`src/rtl/seq_scan_pkg.sv`:
```
// Shared types and constants for the serial pattern-scan controller.
package seq_scan_pkg;

  typedef enum logic [1:0] {
    ST_IDLE   = 2'd0,
    ST_SHIFT  = 2'd1,
    ST_REPORT = 2'd2
  } state_e;

  localparam logic [3:0] PAT_DEFAULT = 4'b1011;

  // Smallest hit-counter width that holds DATA_W-PAT_W+1 matches.
  function automatic int cnt_w_min(input int data_w, input int pat_w);
    return $clog2(data_w - pat_w + 2);
  endfunction

endpackage

```
`src/rtl/seq_match_core.sv`:
```
// Bit-serial overlapping detector: history shift register, fill counter,
// comparator and the registered Moore match flag.
module seq_match_core #(
  parameter int PAT_W = 4
) (
  input  logic             i_clk,
  input  logic             i_reset,
  input  logic             clear,
  input  logic             enable,
  input  logic             bit_in,
  input  logic [PAT_W-1:0] pattern,
  output logic             match,
  output logic             seq_detected
);

  localparam int FILL_W = $clog2(PAT_W + 1);

  logic [PAT_W-2:0]  hist;
  logic [FILL_W-1:0] fill;
  logic [PAT_W-1:0]  window;

  // Window includes the bit presented this cycle; a match is only legal
  // once PAT_W real bits of the current word have been seen, so zeros left
  // in the cleared history never count as data.
  assign window = {hist, bit_in};
  assign match  = enable && (window == pattern) && (fill >= FILL_W'(PAT_W - 1));

  // History/fill advance while shifting; match flag drops outside SHIFT.
  always_ff @(posedge i_clk) begin
    if (i_reset || clear) begin
      hist         <= '0;
      fill         <= '0;
      seq_detected <= 1'b0;
    end else if (enable) begin
      hist         <= window[PAT_W-2:0];
      if (fill < FILL_W'(PAT_W - 1)) fill <= fill + 1'b1;
      seq_detected <= match;
    end else begin
      seq_detected <= 1'b0;
    end
  end

endmodule

```
`src/rtl/seq_scan_ctrl.sv`:
```
// Word-to-bit sequencer: accepts a word, streams it MSB-first through the
// detector and reports the per-word hit count with a done pulse.
module seq_scan_ctrl #(
  parameter int               DATA_W      = 16,
  parameter int               PAT_W       = 4,
  parameter logic [PAT_W-1:0] PAT_DEFAULT = seq_scan_pkg::PAT_DEFAULT,
  parameter int               CNT_W       = 5
) (
  input  logic              i_clk,
  input  logic              i_reset,
  input  logic              i_cfg_load,
  input  logic [PAT_W-1:0]  i_cfg_pattern,
  input  logic              i_in_valid,
  output logic              o_in_ready,
  input  logic [DATA_W-1:0] i_in_data,
  output logic              o_bit,
  output logic              o_seq_detected,
  output logic [CNT_W-1:0]  o_hit_count,
  output logic              o_done,
  output logic              o_busy
);

  import seq_scan_pkg::*;

  localparam int BCNT_W = (DATA_W > 1) ? $clog2(DATA_W) : 1;

  if (CNT_W < cnt_w_min(DATA_W, PAT_W)) begin : g_cnt_w_chk
    $error("seq_scan_ctrl: CNT_W too small for DATA_W/PAT_W");
  end

  state_e            state, state_nxt;
  logic [DATA_W-1:0] sreg;
  logic [BCNT_W-1:0] bit_cnt;
  logic [PAT_W-1:0]  pattern;
  logic              accept;
  logic              last_bit;
  logic              match;

  assign accept   = (state == ST_IDLE) && i_in_valid;
  assign last_bit = (state == ST_SHIFT) && (bit_cnt == BCNT_W'(DATA_W - 1));

  // State register.
  always_ff @(posedge i_clk) begin
    if (i_reset) state <= ST_IDLE;
    else         state <= state_nxt;
  end

  // Next state and state-decoded outputs.
  always_comb begin
    state_nxt  = state;
    o_in_ready = 1'b0;
    o_busy     = 1'b0;
    o_done     = 1'b0;
    o_bit      = 1'b0;
    case (state)
      ST_IDLE: begin
        o_in_ready = 1'b1;
        if (i_in_valid) state_nxt = ST_SHIFT;
      end
      ST_SHIFT: begin
        o_busy = 1'b1;
        o_bit  = sreg[DATA_W-1];
        if (last_bit) state_nxt = ST_REPORT;
      end
      ST_REPORT: begin
        o_busy    = 1'b1;
        o_done    = 1'b1;
        state_nxt = ST_IDLE;
      end
      default: state_nxt = ST_IDLE;
    endcase
  end

  // Pattern register, word shifter, bit counter and hit counter. A config
  // load in the accept cycle lands before the first compare, so it applies
  // to the word being accepted.
  always_ff @(posedge i_clk) begin
    if (i_reset) begin
      pattern     <= PAT_DEFAULT;
      sreg        <= '0;
      bit_cnt     <= '0;
      o_hit_count <= '0;
    end else begin
      if ((state == ST_IDLE) && i_cfg_load) pattern <= i_cfg_pattern;
      if (accept) begin
        sreg        <= i_in_data;
        bit_cnt     <= '0;
        o_hit_count <= '0;
      end else if (state == ST_SHIFT) begin
        sreg        <= {sreg[DATA_W-2:0], 1'b0};
        bit_cnt     <= bit_cnt + 1'b1;
        o_hit_count <= o_hit_count + CNT_W'(match);
      end
    end
  end

  seq_match_core #(
    .PAT_W (PAT_W)
  ) u_core (
    .i_clk        (i_clk),
    .i_reset      (i_reset),
    .clear        (accept),
    .enable       (state == ST_SHIFT),
    .bit_in       (o_bit),
    .pattern      (pattern),
    .match        (match),
    .seq_detected (o_seq_detected)
  );

endmodule
```
`config.mk`:
```
export PLATFORM = sky130hd
export DESIGN_NAME = seq_scan_ctrl
export DESIGN_NICKNAME = d
export VERILOG_FILES = /design/src/rtl/seq_scan_pkg.sv /design/src/rtl/seq_match_core.sv /design/src/rtl/seq_scan_ctrl.sv
export SDC_FILE = /design/constraint.sdc
export NUM_CORES = 1
export LEC_CHECK = 0
export BUFFER_PORTS_ARGS = -buffer_cell sky130_fd_sc_hd__buf_4
export CAP_MARGIN = 20
export CORE_AREA = 2 2 71 67
export CTS_CLUSTER_SIZE = 24
export DETAILED_ROUTE_END_ITERATION = 6
export DIE_AREA = 0 0 73 69
export GPL_TIMING_DRIVEN = 0
export PLACE_DENSITY = 0.64
export SLEW_MARGIN = 20
export SYNTH_ARGS = -nofsm -noshare
export SYNTH_HDL_FRONTEND = slang
export SYNTH_HIERARCHICAL = 1
export SYNTH_SLANG_ARGS = --single-unit
```
`constraint.sdc`:
```
create_clock -name i_clk -period 3.1 [get_ports i_clk]
set_input_delay 0 -clock i_clk [delete_from_list [all_inputs] [get_ports i_clk]]
set_output_delay 0 -clock i_clk [all_outputs]
set_load 0.01 [all_outputs]
```
After elaboration in Yosys (flattened, before gate mapping)
Index checks and enable logic that the tools add are counted.
- output and inout port bits: 10
- bits in registers: 38
- input bits: 24
- logic and storage cells: 42
- equal/unequal tests: 6
- $lt $le $gt $ge: 2
- reduce and logical (&&, ||, !) cells: 13
- muxes and demuxes: 9
- $add $sub $neg: 3
- bitwise logic cells: 1
- operators by type and width (cell ; count):
    $mux 16 ; 2
    $reduce_or 2->1 ; 3
    $add 5x1->5 ; 1
    $logic_and 1x1->1 ; 5
    $add 4x1->4 const B ; 1
    $eq 4x4->1 ; 1
    $eq 4x4->1 const B ; 1
    $mux 1 ; 4
    $mux 2 ; 2
    $ne 2x2->1 const B ; 2
    $pmux 2 s2 ; 1
    $reduce_and 2->1 ; 2
    $add 3x1->3 const B ; 1
    $ge 3x2->1 const B ; 1
    $lt 3x2->1 const B ; 1
    $eq 2x1->1 const B ; 1
    $eq 2x2->1 const B ; 1
    $logic_not 2->1 ; 1
    $reduce_bool 2->1 ; 1
    $logic_or 1x1->1 ; 1
    $not 1->1 ; 1

Longest topological paths before layout
Gate-level depths: netlist (run 1).
- depth in word-level cells: 6
- depth in mapped cells: 13
- mapped depth without buffers: 11

Cells and area by module
Netlist (run 1), hierarchy kept.
- modules (own cells, without submodules) (module ; area an instance (sq um) ; sequential area each (sq um) ; instances ; cells an instance):
    seq_scan_ctrl ; 1502.7 ; 620.6 ; 1 ; 144
    seq_match_core ; 361.6 ; 140.1 ; 1 ; 39

Least setup slack after synthesis (run 1)
Ideal clock, no wire load.
- path type: flip-flop to flip-flop
- start point: register state[1]
- end point: register o_hit_count[4]
- data arrival time: 2.384 ns
- clock period less this slack: 2.500 ns
- path buffers: 2
- path slack: 0.600 ns
- required time: 2.984 ns
- setup time: 0.116 ns
- stages on the path, launching flop included: 14
- cell sequence: dfxtp_1 -> inv_1 -> ha_1 -> buf_6 -> buf_6 -> and2_1 -> xor2_1 -> a2111oi_2 -> and3_2 -> ha_1 -> ha_1 -> nand4_1 -> xor2_1 -> nor2_1
- word-level cells in the longest chain between the ends: 6
- elaborated cells on any way between the ends: 9
- classes of those cells: add/sub: 1; eq/ne: 2; mux: 1; reduce/logical: 5
- ends and longest elaborated chain (item ; line ; source):
    start: declaration ; seq_scan_ctrl.sv:31 ; state_e state, state_nxt;
    start signal: assignment ; seq_scan_ctrl.sv:45 ; else state <= state_nxt;
    $eq 2x1->1 ; seq_scan_ctrl.sv:55 ; case (state)
    $mux 1 ; seq_scan_ctrl.sv:55 ;
    via o_bit ; seq_scan_ctrl.sv:16 ; output logic o_bit,
    $eq 4x4->1 ; seq_match_core.sv:26 ; assign match = enable && (window == pattern) && (fill >= FILL_W'(PAT_W - 1));
    $logic_and 1x1->1 (2 in a row) ; seq_match_core.sv:26 ;
    via match ; seq_scan_ctrl.sv:37 ; logic match;
    $add 5x1->5 ; seq_scan_ctrl.sv:92 ; o_hit_count <= o_hit_count + CNT_W'(match);
    end signal: assignment ; seq_scan_ctrl.sv:92 ;
    end: declaration ; seq_scan_ctrl.sv:18 ; output logic [CNT_W-1:0] o_hit_count,
The timed path passes the listed nets, and every way through them passes these cells.
A chain may end at the register's enable or synchronous reset.

Worst setup path in the final report (run 1)
- start point: register state[1]
- end point: register o_hit_count[4]
- word-level cells in the longest chain between the ends: 6
- elaborated cells on any way between the ends: 9
- classes of those cells: add/sub: 1; eq/ne: 2; mux: 1; reduce/logical: 5
- ends and longest elaborated chain (item ; line):
    $eq 2x1->1 * ; seq_scan_ctrl.sv:55, seq_scan_ctrl.sv:103
    $mux 1 ; seq_scan_ctrl.sv:55
    $eq 4x4->1 ; seq_match_core.sv:26
    $logic_and 1x1->1 * (2 in a row) ; seq_match_core.sv:26
    via match ; seq_scan_ctrl.sv:37
    $add 5x1->5 * ; seq_scan_ctrl.sv:92
The timed path passes the listed nets; every way through them passes the cells marked *.

==> results_dict.tcl, run 1 <==
set metrics [dict create \
    die_h_um 69 \
    ys.flop_type "dfxtp_1" \
    r2r-end "o_hit_count[4]$_SDFFE_PP0N_" \
    rsz0062_at_grt "false" \
    worstPathArrival_ps 2870 \
    cts_tree "built" \
    yosysSeqAreaShare_pct 40.8 \
    maxSlewHeadroom_pct 80.6 \
    post-route-util_pct 53.1 \
    drt_first_pass_iters 4 \
    fp.coreArea_mm2 0.00429 \
    h-tree-depth 2 \
    path_delay_family "simple AND/OR/NAND/NOR gates" \
    min_from "i_cfg_load" \
    worstPathRequired_ps 3280 \
    vdd_drop_max_mv 0.493 \
    critPathLaunchType "register" \
    powerDensity_mw_per_mm2 694 \
    maxSlewViolCount 0 \
    drc 0 \
    grt_pass1_wl_um 5710 \
    pin_count 34 \
    multi_input_area_um2 998 \
    hpwlAfterDp_um 2450 \
    ant_nets 0 \
    slowest_stage "dfxtp_1" \
    initial_core_util_pct 43.5 \
    worstPathCellList "inv_1 > ha_1 > buf_6 > buf_6 > and2_1 > xor2_1 > a2111oi_2 > and3_2 > ha_1 > ha_1 > nand4_1 > xor2_1 > nor2_1" \
    area_delta_synth_final_pct 22.1 \
    finalCritPeriodShare_pct 86.7 \
    holdWs_ps 18.2 \
    nNetsFinal 259 \
    grt_max_degree 11 \
    hold_depth 3 \
    drt_iter0_drc 42 \
    pre_cts_ws_ps 396 \
    fillCellCount 414 \
    synth_nets 217 \
    synth_area_mm2 0.00186 \
    ys_seq_elements 38 \
    avgSynthCellArea_um2 10.2 \
    fp.dieArea_mm2 0.00504 \
    wl_um 3310 \
    post_cts_buffers 0 \
    ys_types 31 \
    power.total_mw 1.58 \
    gr-total-overflow 0 \
    clk_pin_slew_ps 70 \
    p_leak_nw 0.952 \
    routed_via_density 4.86 \
    grt_use_total_pct 14.4 \
    place_congestion 0.723 \
    hp-class "in2reg" \
    cts_sinks 38 \
    core.rowCount 23 \
    clk_latency_ps 280 \
    grt_antenna_before_repair 0 \
    crit_buf_inv 3 \
    ys_async_sr_fraction_pct 0 \
    end_kind "register" \
    outcome "finished clean" \
    wl_per_cell_um 12.1 \
    cts.path.max_buffers 2 \
    seq_area_um2 761 \
    cts_root_buf "clkbuf_8" \
    yosysWarnings 6 \
    stdcell_count 274 \
    drive_gt1_share_pct 30.4 \
    min_to "pattern[2]$_SDFFE_PP0P_" \
    die_w_um 73 \
    r2r-start "state[1]$_SDFFE_PP0P_" \
    layout_commonest_cell "dfxtp_1" \
    grt_pass1_vias 1259 \
    period_needed_ps 2690 \
    tns_ps 0 \
    skew_ps 2.43 \
    synth_edf_count 0 \
    fmax_mhz 372 \
    design_area_mm2 0.00228 \
    io_buffers 33 \
    slowest_delay_ps 350 \
    final-setup-viol-count 0 \
    r2r_setup_slack_ps 410 \
    vias 1332 \
    fin_ws_ps 411 \
    antenna_cells 0 \
    timing.critical_path.mode_cell "ha_1" \
    finalHoldViolations 0 \
    syn_inst 183 \
    dp_cells 266 \
    place_area_mm2 0.00217 \
    mostFrequentLayoutCells "38 x dfxtp_1, 35 x buf_4, 29 x nor2_1, 23 x mux2i_1, 15 x a211oi_2" \
    maxCapViolCount 0 \
    worstMarginPinSlew_ps 291 \
    path_max_fanout 10 \
    worst-setup-path-type "reg2reg" \
    cts_buffers 5 \
    r2r_cells 13 \
]
how the worst max path moves through the flow:
stage / startpoint / endpoint / slack (ps) / cells after the start
detailed placement: state[1]$_SDFFE_PP0P_ / o_hit_count[4]$_SDFFE_PP0N_ / 400 / 13
finish: state[1]$_SDFFE_PP0P_ / o_hit_count[4]$_SDFFE_PP0N_ / 410 / 13
floorplan: state[1]$_SDFFE_PP0P_ / o_hit_count[4]$_SDFFE_PP0N_ / 600 / 13
global route: state[1]$_SDFFE_PP0P_ / o_hit_count[4]$_SDFFE_PP0N_ / 190 / 13
global placement: state[1]$_SDFFE_PP0P_ / o_hit_count[4]$_SDFFE_PP0N_ / 420 / 13
CTS: state[1]$_SDFFE_PP0P_ / o_hit_count[4]$_SDFFE_PP0N_ / 380 / 13
synth_stat cells (2+ instances only):
cell | n | area [um^2]
nand4_1 | 3 | 18.8
nand3_1 | 2 | 10.0
a211oi_2 | 15 | 188
nand2_1 | 7 | 26.3
xnor2_1 | 2 | 17.5
dfxtp_1 | 38 | 761
mux2i_1 | 23 | 230
a21oi_1 | 5 | 25.0
inv_1 | 5 | 18.8
buf_4 | 2 | 15.0
nand3b_1 | 2 | 15.0
xor2_1 | 8 | 70.1
nor2b_1 | 2 | 12.5
and3_1 | 3 | 18.8
buf_2 | 5 | 25.0
nand2b_1 | 6 | 37.5
nor2_1 | 29 | 109
a211o_1 | 3 | 26.3
ha_1 | 10 | 125
buf_6 | 2 | 22.5
report_power, final:
group | internal [mW] | total, mW | switching (mW)
Clock | 0.171 | 0.329 | 0.157
Combinational | 0.303 | 0.613 | 0.310
Sequential | 0.581 | 0.640 | 0.0584
Total | 1.06 | 1.58 | 0.525
logic make-up after synthesis:
group                      Yosys count  share of synthesized area (%)
DFF                                 38                           40.8
xor gates and xnor gates            10                           4.70
buffers and inverters               16                           5.64
AOI/OAI and AO/OA                   27                           14.6
muxes                               23                           12.3
and+or+nand+nor                     59                           15.2
adders and majority gates           10                           6.71
repair_timing:
action                    in CTS  in global routing
hold endpoints to repair       2                  0
hold buffers                   2                  0
gates resized for setup        0                  0
worst min-delay path: stages:
cell     delay (ps)
buf_4           130
nand3_1          70
a21oi_1          50
registers in the layout (all words and copies together) (netlist names):
register	cells
bit_cnt	4
sreg	16
o_hit_count	5
u_core/seq_detected	1
state	2
pattern	4
u_core/hist	3
u_core/fill	3
cell type report:
class,count,area share (%)
multi-input combinational,129,43.8
buffer,11,3.79
clock buffer,6,3.63
sequential,38,33.4
inverter,5,0.824
tap,50,2.75
timing repair buffer,35,11.8
per-layer routing:
| metal | track usage [%] | wire (um) | up-vias | part of all wire [%] |
|---|---|---|---|---|
| met4 | 5.56 | 58 | 0 | 1.8 |
| met2 | 20.5 | 1420 | 23 | 43 |
| met5 | 0 | 0 | - | 0 |
| li1 | - | - | 708 | - |
| met1 | 20.1 | 1700 | 594 | 51 |
| met3 | 4.53 | 126 | 7 | 3.8 |
Note: power is estimated with default switching activity, not from simulation.
==> inputs of run 2 (changes only) <==
- MAX_ROUTING_LAYER: not set -> met4
==> results_dict.tcl, run 2 (synthesis results as in run 1) <==
set metrics [dict create \
    outcome "finished clean" \
    maxSlewHeadroom_pct 80.8 \
    place_congestion 0.731 \
    gr-total-overflow 0 \
    drt_iter0_drc 56 \
    area_delta_synth_final_pct 22.1 \
    fp.dieArea_mm2 0.00504 \
    fmax_mhz 372 \
    fp.coreArea_mm2 0.00429 \
    h-tree-depth 2 \
    vias 1334 \
    cts.path.max_buffers 2 \
    post-route-util_pct 53.1 \
    path_max_fanout 10 \
    r2r-end "o_hit_count[4]$_SDFFE_PP0N_" \
    wl_um 3310 \
    hold_depth 3 \
    final-setup-viol-count 0 \
    top_regs "sreg (16), o_hit_count (5)" \
    hpwlAfterDp_um 2450 \
    cts_sinks 38 \
    end_kind "register" \
    skew_ps 2.70 \
    die_h_um 69 \
    r2r_setup_slack_ps 410 \
    largest_reg_flops 16 \
    min_to "pattern[2]$_SDFFE_PP0P_" \
    mostFrequentLayoutCells "38 x dfxtp_1, 35 x buf_4, 29 x nor2_1, 23 x mux2i_1, 15 x a211oi_2" \
    slowest_stage "dfxtp_1" \
    holdWs_ps 18.4 \
    maxSlewViolCount 0 \
    grt_pass1_vias 1267 \
    maxCapViolCount 0 \
    period_needed_ps 2690 \
    largest_register "sreg" \
    drc 0 \
    p_leak_nw 0.952 \
    stdcell_count 274 \
    io_buffers 33 \
    drt_first_pass_iters 4 \
    routed_via_density 4.87 \
    drive_gt1_share_pct 30.4 \
    r2r-start "state[1]$_SDFFE_PP0P_" \
    r2r_cells 13 \
    core.rowCount 23 \
    power.total_mw 1.58 \
    worstPathArrival_ps 2860 \
    layout_commonest_cell "dfxtp_1" \
    grt_use_total_pct 14.8 \
    cts_buffers 5 \
    grt_max_degree 11 \
    timing.critical_path.mode_cell "ha_1" \
    antenna_cells 0 \
    min_from "i_cfg_load" \
    clk_pin_slew_ps 70 \
    die_w_um 73 \
    initial_core_util_pct 43.5 \
    cts_tree "built" \
    finalCritPeriodShare_pct 86.6 \
    finalHoldViolations 0 \
    tns_ps 0 \
    powerDensity_mw_per_mm2 694 \
    worst-setup-path-type "reg2reg" \
    rsz0062_at_grt "false" \
    cts_root_buf "clkbuf_8" \
    vdd_drop_max_mv 0.493 \
    dp_cells 266 \
    critPathLaunchType "register" \
    clk_latency_ps 280 \
    pin_count 34 \
    worstPathRequired_ps 3280 \
    grt_antenna_before_repair 0 \
    slowest_delay_ps 350 \
    hp-class "in2reg" \
    worstPathCellList "inv_1 > ha_1 > buf_6 > buf_6 > and2_1 > xor2_1 > a2111oi_2 > and3_2 > ha_1 > ha_1 > nand4_1 > xor2_1 > nor2_1" \
    wl_per_cell_um 12.1 \
    grt_pass1_wl_um 5710 \
    worstMarginPinSlew_ps 287 \
    ant_nets 0 \
    nNetsFinal 259 \
    fillCellCount 414 \
]
-- run 2: cell counts in the layout (fill, tap and decap cells not counted) --
No cell type changed its count.
-- run 2: routing by layer --
metal / GRT usage (%) / vias up / wire (um) / part of all wire, %
met5: - / - / 0 / 0
met4: 5.56 / 0 / 57 / 1.7
met3: 4.39 / 7 / 119 / 3.6
met2: 20.6 / 23 / 1440 / 43
met1: 20.1 / 595 / 1690 / 51
li1: - / 709 / - / -
-- run 2: power by group --
part / total [mW] / leakage (nW) / switching [mW] / internal (mW)
Sequential: 0.640 / 0.311 / 0.0581 / 0.581
Combinational: 0.612 / 0.598 / 0.309 / 0.303
Clock: 0.329 / 0.0431 / 0.158 / 0.171
Total: 1.58 / 0.952 / 0.525 / 1.06
-- run 2: repair_timing --
item	in CTS	in global routing
hold buffers	2	0
setup buffers	0	0
gates resized for setup	0	0
hold endpoints to repair	2	0
setup endpoints to repair	0	0
-- run 2: area by class of cell --
class | count | area, um^2 | share of cell area (%)
inverters | 5 | 18.8 | 0.824
plain buffers | 11 | 86.3 | 3.79
multi-input cells | 129 | 998 | 43.8
clock buffers | 6 | 82.6 | 3.63
repair buffers | 35 | 268 | 11.8
well taps | 50 | 62.6 | 2.75
flip-flops and latches | 38 | 761 | 33.4
-- run 2: metrics by stage --
| stage | instance area (um^2) | setup slack (ps) |
|---|---|---|
| after floorplan | 1860 | 600 |
| after global placement | 2170 | 421 |
| after detailed placement | 2170 | 396 |
| after CTS | 2280 | 381 |
| after global routing | 2280 | 195 |
| final | 2280 | 415 |
-- run 2: worst max-delay path by stage --
stage / startpoint / end / slack (ps) / depth (start not counted)
final: state[1]$_SDFFE_PP0P_ / o_hit_count[4]$_SDFFE_PP0N_ / 410 / 13
after global routing: state[1]$_SDFFE_PP0P_ / o_hit_count[4]$_SDFFE_PP0N_ / 190 / 13
after CTS: state[1]$_SDFFE_PP0P_ / o_hit_count[4]$_SDFFE_PP0N_ / 380 / 13
after detailed placement: state[1]$_SDFFE_PP0P_ / o_hit_count[4]$_SDFFE_PP0N_ / 400 / 13
after global placement: state[1]$_SDFFE_PP0P_ / o_hit_count[4]$_SDFFE_PP0N_ / 420 / 13
after floorplan: state[1]$_SDFFE_PP0P_ / o_hit_count[4]$_SDFFE_PP0N_ / 600 / 13
-- run 2: worst max-delay path: cells and delay by family (launching register included) --
kind | cells | cell delay (ps)
compound gates | 1 | 350
xor+xnor | 2 | 330
fa+ha+maj | 3 | 560
buf+inv | 3 | 400
simple gates | 4 | 590
flops | 1 | 350
